[src/rtl/leaf_switch.sv]
// Leaf switch: four NI ports plus one uplink, a FIFO per input and a round-robin arbiter per output.
// Define LEAF_SW_STATS_EN to add a saturating dropped-flit counter output (drop_cnt).
module leaf_switch #(
    parameter int DATA_W   = 16,
    parameter int GROUP_ID = 5,
    parameter int IN_DEPTH = 4
) (
    input  logic                clk,
    input  logic                reset,
`ifdef LEAF_SW_STATS_EN
    output logic [15:0]         drop_cnt,
`endif
    input  logic [4*DATA_W-1:0] loc_data_in,
    input  logic [3:0]          loc_valid_in,
    output logic [3:0]          loc_ready_out,
    output logic [4*DATA_W-1:0] loc_data_out,
    output logic [3:0]          loc_valid_out,
    output logic [DATA_W-1:0]   up_data_out,
    output logic                up_valid_out,
    input  logic                up_ready_in,
    input  logic [DATA_W-1:0]   up_data_in,
    input  logic                up_valid_in,
    output logic                up_ready_out
);
    localparam int NPORT = 5;
    localparam int UP    = 4;
    localparam int PW    = $clog2(IN_DEPTH);
    localparam int CW    = PW + 1;

    logic [NPORT-1:0][DATA_W-1:0] head;
    logic [NPORT-1:0][2:0]        dest;
    logic [NPORT-1:0]             head_valid;
    logic [NPORT-1:0]             drop;
    logic [NPORT-1:0]             pop;
    logic [NPORT-1:0]             out_grant;
    logic [NPORT-1:0][2:0]        out_win;
    logic                         up_valid_reg;
    logic [DATA_W-1:0]            up_data_reg;

    // Input side: FIFO plus route decode of its head
    for (genvar gi = 0; gi < NPORT; gi++) begin : g_in
        logic [DATA_W-1:0] mem [IN_DEPTH];
        logic [PW-1:0]     wr_ptr_reg;
        logic [PW-1:0]     rd_ptr_reg;
        logic [CW-1:0]     count_reg;
        logic [CW-1:0]     count_next;
        logic [DATA_W-1:0] wr_data;
        logic              strobe;
        logic              push;
        logic              is_local;
        logic              is_null;

        assign push       = strobe && (count_reg != CW'(IN_DEPTH));
        assign count_next = count_reg + CW'(push) - CW'(pop[gi]);

        always_ff @(posedge clk or posedge reset) begin
            if (reset) begin
                wr_ptr_reg <= '0;
                rd_ptr_reg <= '0;
                count_reg  <= '0;
            end else begin
                count_reg <= count_next;
                if (push)
                    wr_ptr_reg <= wr_ptr_reg + PW'(1);
                if (pop[gi])
                    rd_ptr_reg <= rd_ptr_reg + PW'(1);
            end
        end

        always_ff @(posedge clk) begin
            if (push)
                mem[wr_ptr_reg] <= wr_data;
        end

        assign head[gi]       = mem[rd_ptr_reg];
        assign head_valid[gi] = (count_reg != '0);
        assign is_local       = (head[gi][DATA_W-1 -: 4] == 4'(GROUP_ID));
        assign is_null        = (head[gi][DATA_W-1 -: 6] == 6'd0);
        assign dest[gi]       = is_local ? {1'b0, head[gi][DATA_W-5 -: 2]} : 3'(UP);

        if (gi < UP) begin : g_loc
            logic ready_reg;

            assign wr_data  = loc_data_in[gi*DATA_W +: DATA_W];
            assign strobe   = loc_valid_in[gi];
            assign drop[gi] = head_valid[gi] && is_null;

            // NI reacts a cycle late, so credit is withdrawn one entry early
            always_ff @(posedge clk or posedge reset) begin
                if (reset)
                    ready_reg <= 1'b1;
                else
                    ready_reg <= (count_next <= CW'(IN_DEPTH - 2));
            end
            assign loc_ready_out[gi] = ready_reg;
        end else begin : g_up
            assign wr_data      = up_data_in;
            assign strobe       = up_valid_in && up_ready_out;
            assign drop[gi]     = head_valid[gi] && (is_null || !is_local);
            assign up_ready_out = (count_reg != CW'(IN_DEPTH));
        end
    end

    // Output side: round-robin arbiter and output register per output
    for (genvar gi = 0; gi < NPORT; gi++) begin : g_arb
        logic [2:0]         ptr_reg;
        logic [NPORT-1:0]   req;
        logic [2*NPORT-1:0] req2;
        logic [3:0]         sel;
        logic [2:0]         win;
        logic               found;
        logic               avail;

        always_comb begin
            for (int i = 0; i < NPORT; i++)
                req[i] = head_valid[i] && !drop[i] && (dest[i] == 3'(gi));
        end
        assign req2 = {req, req};

        always_comb begin
            found = 1'b0;
            win   = '0;
            sel   = '0;
            for (int k = 0; k < NPORT; k++) begin
                sel = {1'b0, ptr_reg} + 4'(k);
                if (!found && req2[sel]) begin
                    found = 1'b1;
                    win   = (sel >= 4'(NPORT)) ? 3'(sel - 4'(NPORT)) : sel[2:0];
                end
            end
        end

        assign out_grant[gi] = found && avail;
        assign out_win[gi]   = win;

        always_ff @(posedge clk or posedge reset) begin
            if (reset)
                ptr_reg <= '0;
            else if (out_grant[gi])
                ptr_reg <= (win == 3'(UP)) ? 3'd0 : win + 3'd1;
        end

        if (gi < UP) begin : g_loc_out
            logic [DATA_W-1:0] data_reg;
            logic              valid_reg;

            assign avail = 1'b1;

            always_ff @(posedge clk or posedge reset) begin
                if (reset) begin
                    data_reg  <= '0;
                    valid_reg <= 1'b0;
                end else begin
                    valid_reg <= out_grant[gi];
                    if (out_grant[gi])
                        data_reg <= head[win];
                end
            end
            assign loc_data_out[gi*DATA_W +: DATA_W] = data_reg;
            assign loc_valid_out[gi]                 = valid_reg;
        end else begin : g_up_out
            // A new flit may enter only if the held one leaves on this edge
            assign avail = !up_valid_reg || up_ready_in;

            always_ff @(posedge clk or posedge reset) begin
                if (reset) begin
                    up_data_reg  <= '0;
                    up_valid_reg <= 1'b0;
                end else if (out_grant[gi]) begin
                    up_data_reg  <= head[win];
                    up_valid_reg <= 1'b1;
                end else if (up_ready_in) begin
                    up_valid_reg <= 1'b0;
                end
            end
            assign up_data_out  = up_data_reg;
            assign up_valid_out = up_valid_reg;
        end
    end

    // A head leaves its FIFO when dropped or granted
    always_comb begin
        pop = drop;
        for (int o = 0; o < NPORT; o++) begin
            if (out_grant[o])
                pop[out_win[o]] = 1'b1;
        end
    end

`ifdef LEAF_SW_STATS_EN
    logic [15:0] drop_cnt_reg;
    logic [2:0]  drop_num;
    logic [16:0] drop_sum;

    always_comb begin
        drop_num = '0;
        for (int i = 0; i < NPORT; i++)
            drop_num = drop_num + 3'(drop[i]);
    end
    assign drop_sum = {1'b0, drop_cnt_reg} + 17'(drop_num);

    always_ff @(posedge clk or posedge reset) begin
        if (reset)
            drop_cnt_reg <= '0;
        else
            drop_cnt_reg <= drop_sum[16] ? 16'hFFFF : drop_sum[15:0];
    end
    assign drop_cnt = drop_cnt_reg;
`else
    // Dropped heads are simply popped; nothing is counted.
`endif

endmodule

[config.mk]
export PLATFORM = sky130hd
export DESIGN_NAME = leaf_switch
export DESIGN_NICKNAME = d
export VERILOG_FILES = /design/src/rtl/leaf_switch.sv
export SDC_FILE = /design/constraint.sdc
export NUM_CORES = 1
export LEC_CHECK = 0
export CORE_MARGIN = 2
export CORE_UTILIZATION = 64
export DETAILED_ROUTE_END_ITERATION = 10
export GPL_ROUTABILITY_DRIVEN = 0
export PLACE_DENSITY = 0.82
export SETUP_SLACK_MARGIN = 0.1
export SLEW_MARGIN = 15
export SYNTH_ARGS = -nofsm -noshare
export SYNTH_HDL_FRONTEND = slang
export SYNTH_SLANG_ARGS = --single-unit
[constraint.sdc]
create_clock -name clk -period 10 [get_ports clk]
set_input_delay 2 -clock clk [delete_from_list [all_inputs] [get_ports clk]]
set_output_delay 2 -clock clk [all_outputs]
set_load 0.01 [all_outputs]
== Yosys cells after proc, flatten, opt, wreduce, memory -nomap -nowiden ==
Memories as Yosys holds them, arrays and structs flattened.
Index checks and enable logic that the tools add are counted.

* $add $sub $neg: 70
* Bitwise gates (word level): 5
* Equal/unequal tests: 35
* Reduce and logical (&&, ||, !) cells: 112
* Multiplexer cells: 172
* Order comparisons: 64

{| class="wikitable"
|+ Operator list
! cell !! count
|-
| binary-select mux 16 bit (select 3 bit) || 5
|-
| two-way mux 3 bit || 60
|-
| < comparator 4 x 5 -> 1 bit, second input constant || 20
|-
| binary-select mux 1 bit (select 4 bit) || 20
|-
| greater-or-equal comparator 4 x 3 -> 1 bit, second input constant || 20
|-
| two-way mux 16 bit || 5
|-
| subtractor 3 bit, second input constant || 25
|-
| logical AND 1 bit || 67
|-
| two-way mux 1 bit || 67
|-
| adder 3 x 2 -> 4 bit, second input constant || 10
|-
| == test 3 x 2 -> 1 bit, second input constant || 10
|-
| == test 3 bit, second input constant || 10
|-
| zero test 6 bit || 5
|-
| zero test 1 bit || 27
|-
| < comparator 3 x 5 -> 1 bit, second input constant || 5
|-
| two-way mux 5 bit || 5
|-
| OR 5 bit || 5
|-
| adder 2 x 1 -> 2 bit, second input constant || 10
|-
| adder 3 x 1 -> 4 bit, second input constant || 5
|-
| adder 3 x 3 -> 4 bit, second input constant || 5
|-
| == test 4 x 3 -> 1 bit, second input constant || 5
|-
| < comparator 3 x 4 -> 1 bit, second input constant || 5
|-
| adder 3 x 1 -> 3 bit || 5
|-
| adder 3 x 1 -> 3 bit, second input constant || 5
|-
| 12 further kinds || 52
|}

* Memories: 5
* Input port bits: 88
* Memory bits (writable): 320
* Flip-flop bits (word level): 139
* Word-level logic and storage cells: 497
* Output and inout bits: 90

{| class="wikitable"
|+ Memory list
! memory !! words !! width !! rd ports !! clocked after memory_dff !! wr ports !! line !! text
|-
| g_in[0].mem || 4 || 16 || 1 || 0 || 1 || 42 || <nowiki>logic [DATA_W-1:0] mem [IN_DEPTH];</nowiki>
|-
| g_in[1].mem || 4 || 16 || 1 || 0 || 1 || 42 ||
|-
| g_in[2].mem || 4 || 16 || 1 || 0 || 1 || 42 ||
|-
| g_in[3].mem || 4 || 16 || 1 || 0 || 1 || 42 ||
|-
| g_in[4].mem || 4 || 16 || 1 || 0 || 1 || 42 ||
|}

== Longest topological paths before layout ==
An unclocked memory read counts as a cell.

* Word-level depth: 39
* Gate-level depth with buffers: 26
* Depth with buffers taken out: 22

== Worst setup path after synthesis ==
Ideal clock, no wire load.

* Path type: flip-flop to flip-flop
* Start: register g_arb[4].ptr_reg[0]
* End: register g_in[4].count_reg[2]
* Setup slack: 4,675 ps
* Data required time: 9,874 ps
* Buffers on the path: 3
* Library setup time: 126 ps
* Arrival time: 5,199 ps
* Stages on the path, launching flop included: 24
* Period minus slack after synthesis: 5,325 ps
* Path through: dfrtp_1 clkbuf_1 inv_1 clkbuf_1 ha_1 ha_1 or4b_2 a2111oi_0 a21oi_1 nand4_1 mux2i_1 o211ai_1 a21o_1 buf_2 nor3b_2 a221o_1 or4_4 ha_1 inv_1 ha_1 inv_1 fa_1 xnor2_1 xnor2_1

* Cells in the longest elaborated chain, start to end: 22
* Elaborated cells on any way between the ends: 56
* Those cells by class: 10 x add/sub; 7 x order compare; 28 x mux; 1 x bitwise; 10 x reduce/logical

{| class="wikitable"
|+ Ends and longest elaborated chain
! what !! line !! text
|-
| start: declaration || 106 || <nowiki>logic [2:0] ptr_reg;</nowiki>
|-
| start signal: assignment || 140 || <nowiki>ptr_reg <= (win == 3'(UP)) ? 3'd0 : win + 3'd1;</nowiki>
|-
| branches (longest 20 deep; another with adder 3 x 1 -> 4 bit) || - ||
|-
| two-way mux 5 bit (*) || 185 || <nowiki>if (out_grant[o])</nowiki>
|-
| net pop[4] || 34 || <nowiki>logic [NPORT-1:0] pop;</nowiki>
|-
| subtractor 3 x 1 -> 3 bit (*) || 54 || <nowiki>assign count_next = count_reg + CW'(push) - CW'(pop[gi]);</nowiki>
|-
| net g_in[4].count_next[2] || 46 || <nowiki>logic [CW-1:0] count_next;</nowiki>
|-
| end signal: assignment || 62 || <nowiki>count_reg <= count_next;</nowiki>
|-
| end: declaration || 45 || <nowiki>logic [CW-1:0] count_reg;</nowiki>
|}

Mark *: on every way through the listed nets, which the timed path passes. The select of a mux whose other input is x is not followed.
A chain may end at the register's enable or synchronous reset.

== Worst setup path in the final report ==
Same ends and word-level chain as after synthesis.

==> reports/results.ini <==
[status]
status=finished clean

[clock_tree]
postCtsHoldBufs=0
cts_setup_buffers=0
htreeDepth=2
cts.sinks=459
numCtsBuffers=46
cts_root_buffer=clkbuf_16
cts_tree=done
cts-resized-gates=0
clk_latency_ns=0.58
clk_pin_slew_ns=0.06
cts_max_path_buffers=3

[detailed_routing]
drt_iter0_drc=3102
num_vias=20500
routedWlPerCell_um=27.1
wirelength_um=77700
antenna_left=0
dr.pass1.iters=9
drc_errors=0
viasPerCell=7.14

[yosys]
yosys-top-cells-area=edfxtp_1 37%, dfrtp_1 13%, mux4_2 7.4%, mux2i_1 4.3%, ha_1 3.8%
ys_types=102
synth_warnings=0
synthesis.nets=2372
synth_top_area_share_pct=36.9
ys_ff_latch=459
netlist_area_um2=26000
synthFlopType=edfxtp_1
synth_top_cell_by_area=edfxtp_1
syn_inst=2194
ys_seq_area_share_pct=50.3
synth_edf_count=320
syn_area_per_cell_um2=11.9
ys_async_sr_fraction_pct=30.3

[setup_path]
cpMostUsedCell=ha_1
critPathSlowestCell=nor3b_2
worst_ep_arrival_time_ns=8.01
max_stage_delay_ns=0.99
required_ns=10.45
endpoint_kind=flop
crit_fanout=40
critPathKind=reg -> reg
critPathTopFamily=simple AND/OR/NAND/NOR gates
worstPathBufferInverterCount=3
cp-start-kind=flop
crit_chain=inv_1 > ha_1 > ha_1 > or4b_2 > a2111oi_0 > a21oi_1 > nand4_1 > mux2i_1 > a22o_2 > nor3b_2 > a221o_1 > or4_4 > ha_1 > inv_1 > ha_1 > inv_1 > fa_1 > xnor2_1 > xnor2_1

[cells_and_area]
synthToLayoutAreaGrowth_pct=13.8
drive_gt1_share_pct=12.6
nets=2482
multi_input_area_um2=12100
fillCellCount=2503
regArea_um2=13100
final_util_pct=74.2
largest_reg_flops=320

[sta]
min_period_over_period_pct=75.5
timing.fmax_mhz=132
rsz0062_at_grt=no
finalMaxSlewViolations=0
tns_ns=0
slew_headroom_pct=23.1
hold_violations=0
fin_skew_ns=0.0192
min_period_ns=7.55
setup_viol=0
worst_pin_slew_ns=1.14

[floorplan]
ios=178
rows=73
core_area_um2=39900
start_util_pct=65.2
die_h_um=206
die_w_um=206
die_area_um2=42300

[flow_run]
max_cap_viol_count=0

[global_routing]
grt_max_degree=80
grt_pass1_vias=19800
grt_use_total_pct=36.8
grt_overflow_total=0
antenna_found_initial=1
grt_pass1_wl_um=117000

[placed_design]
portBuffers=177
post-dp-hpwl_um=54100

[worst_hold_path]
hp-class=reg -> reg

## logic make-up after synthesis
| logic type | count (synthesis) | share of synthesized area, % |
|---|---|---|
| simple gates | 641 | 13.2 |
| compound gates | 492 | 13.3 |
| flops | 459 | 50.3 |
| mux | 241 | 13.6 |
| buf+inv | 226 | 3.55 |
| fa+ha+maj | 90 | 4.61 |
| xor+xnor | 45 | 1.51 |
## synth_stat cells (35+ instances only)
cell type  number
nor3_1         39
inv_1          76
mux2i_1       112
clkbuf_1       96
mux2_2         44
nor2_1        118
dfrtp_1       135
xnor2_1        37
o21ai_0        79
mux4_2         85
nand3_1        54
a21oi_1       117
a22oi_1        35
nand2_1       176
and3_1         78
ha_1           80
edfxtp_1      320
## through the flow
step                      setup slack, ns  cells  hold slack (ns)  area, um2
after floorplan                      4.28   2194            0.518      26000
after global placement               2.70   2780            0.484      28100
after detailed placement             2.55   2780            0.500      28100
after CTS                            2.41   2866            0.514      29600
after global routing                 2.10   2867            0.545      29600
final                                2.45   2868            0.525      29600
## tightest hold or removal path: stages (launching register included)
cell and delay (ns):
dfrtp_1 0.36, nand2_1 0.06, o221ai_1 0.07
## final timing paths
| kind | endpoint | depth (start not counted) | start | slack (ns) |
|---|---|---|---|---|
| hold / removal | up_data_out[6] | 2 | up_data_out[6] | 0.53 |
| max in group asynchronous | g_arb[2].g_loc_out.data_reg[4] | 3 | reset | 6.71 |
| hold reg to reg | up_data_out[6] | 2 | up_data_out[6] | 0.53 |
| setup / recovery | g_in[4].count_reg[2] | 19 | g_arb[4].ptr_reg[0] | 2.45 |
| setup reg to reg | g_in[4].count_reg[2] | 19 | g_arb[4].ptr_reg[0] | 2.45 |
| min in group asynchronous | g_arb[3].ptr_reg[2] | 2 | reset | 1.95 |
## cell type report
| cell class | instances | area share, % |
|---|---|---|
| flip-flops and latches | 459 | 44.2 |
| multi-input cells | 1509 | 40.7 |
| clock inverters | 25 | 0.811 |
| well taps | 525 | 2.22 |
| inverters | 88 | 1.13 |
| clock buffers | 61 | 4.32 |
| diodes | 1 | 0.00845 |
| repair buffers | 200 | 6.56 |
## layer usage
layer	wire, um	track usage (%)
met1	27400	47.0
met2	36200	58.5
met3	9020	8.38
met4	5080	21.0
met5	0	0
## cell usage in the layout (no fill, tap or decap), types with 35 or more instances in the layout
cell type / n
edfxtp_1: 320
clkdlybuf4s50_1: 177
nand2_1: 176
dfrtp_1: 133
nor2_1: 117
a21oi_1: 116
mux2i_1: 112
mux4_2: 85
ha_1: 80
o21ai_0: 79
and3_1: 78
inv_1: 75
nand3_1: 54
clkbuf_16: 47
mux2_2: 44
nor3_1: 39
xnor2_1: 37
a22oi_1: 35
Power is not shown: default switching activity piles up to over one toggle a cycle in this logic, so the estimate is an artifact.
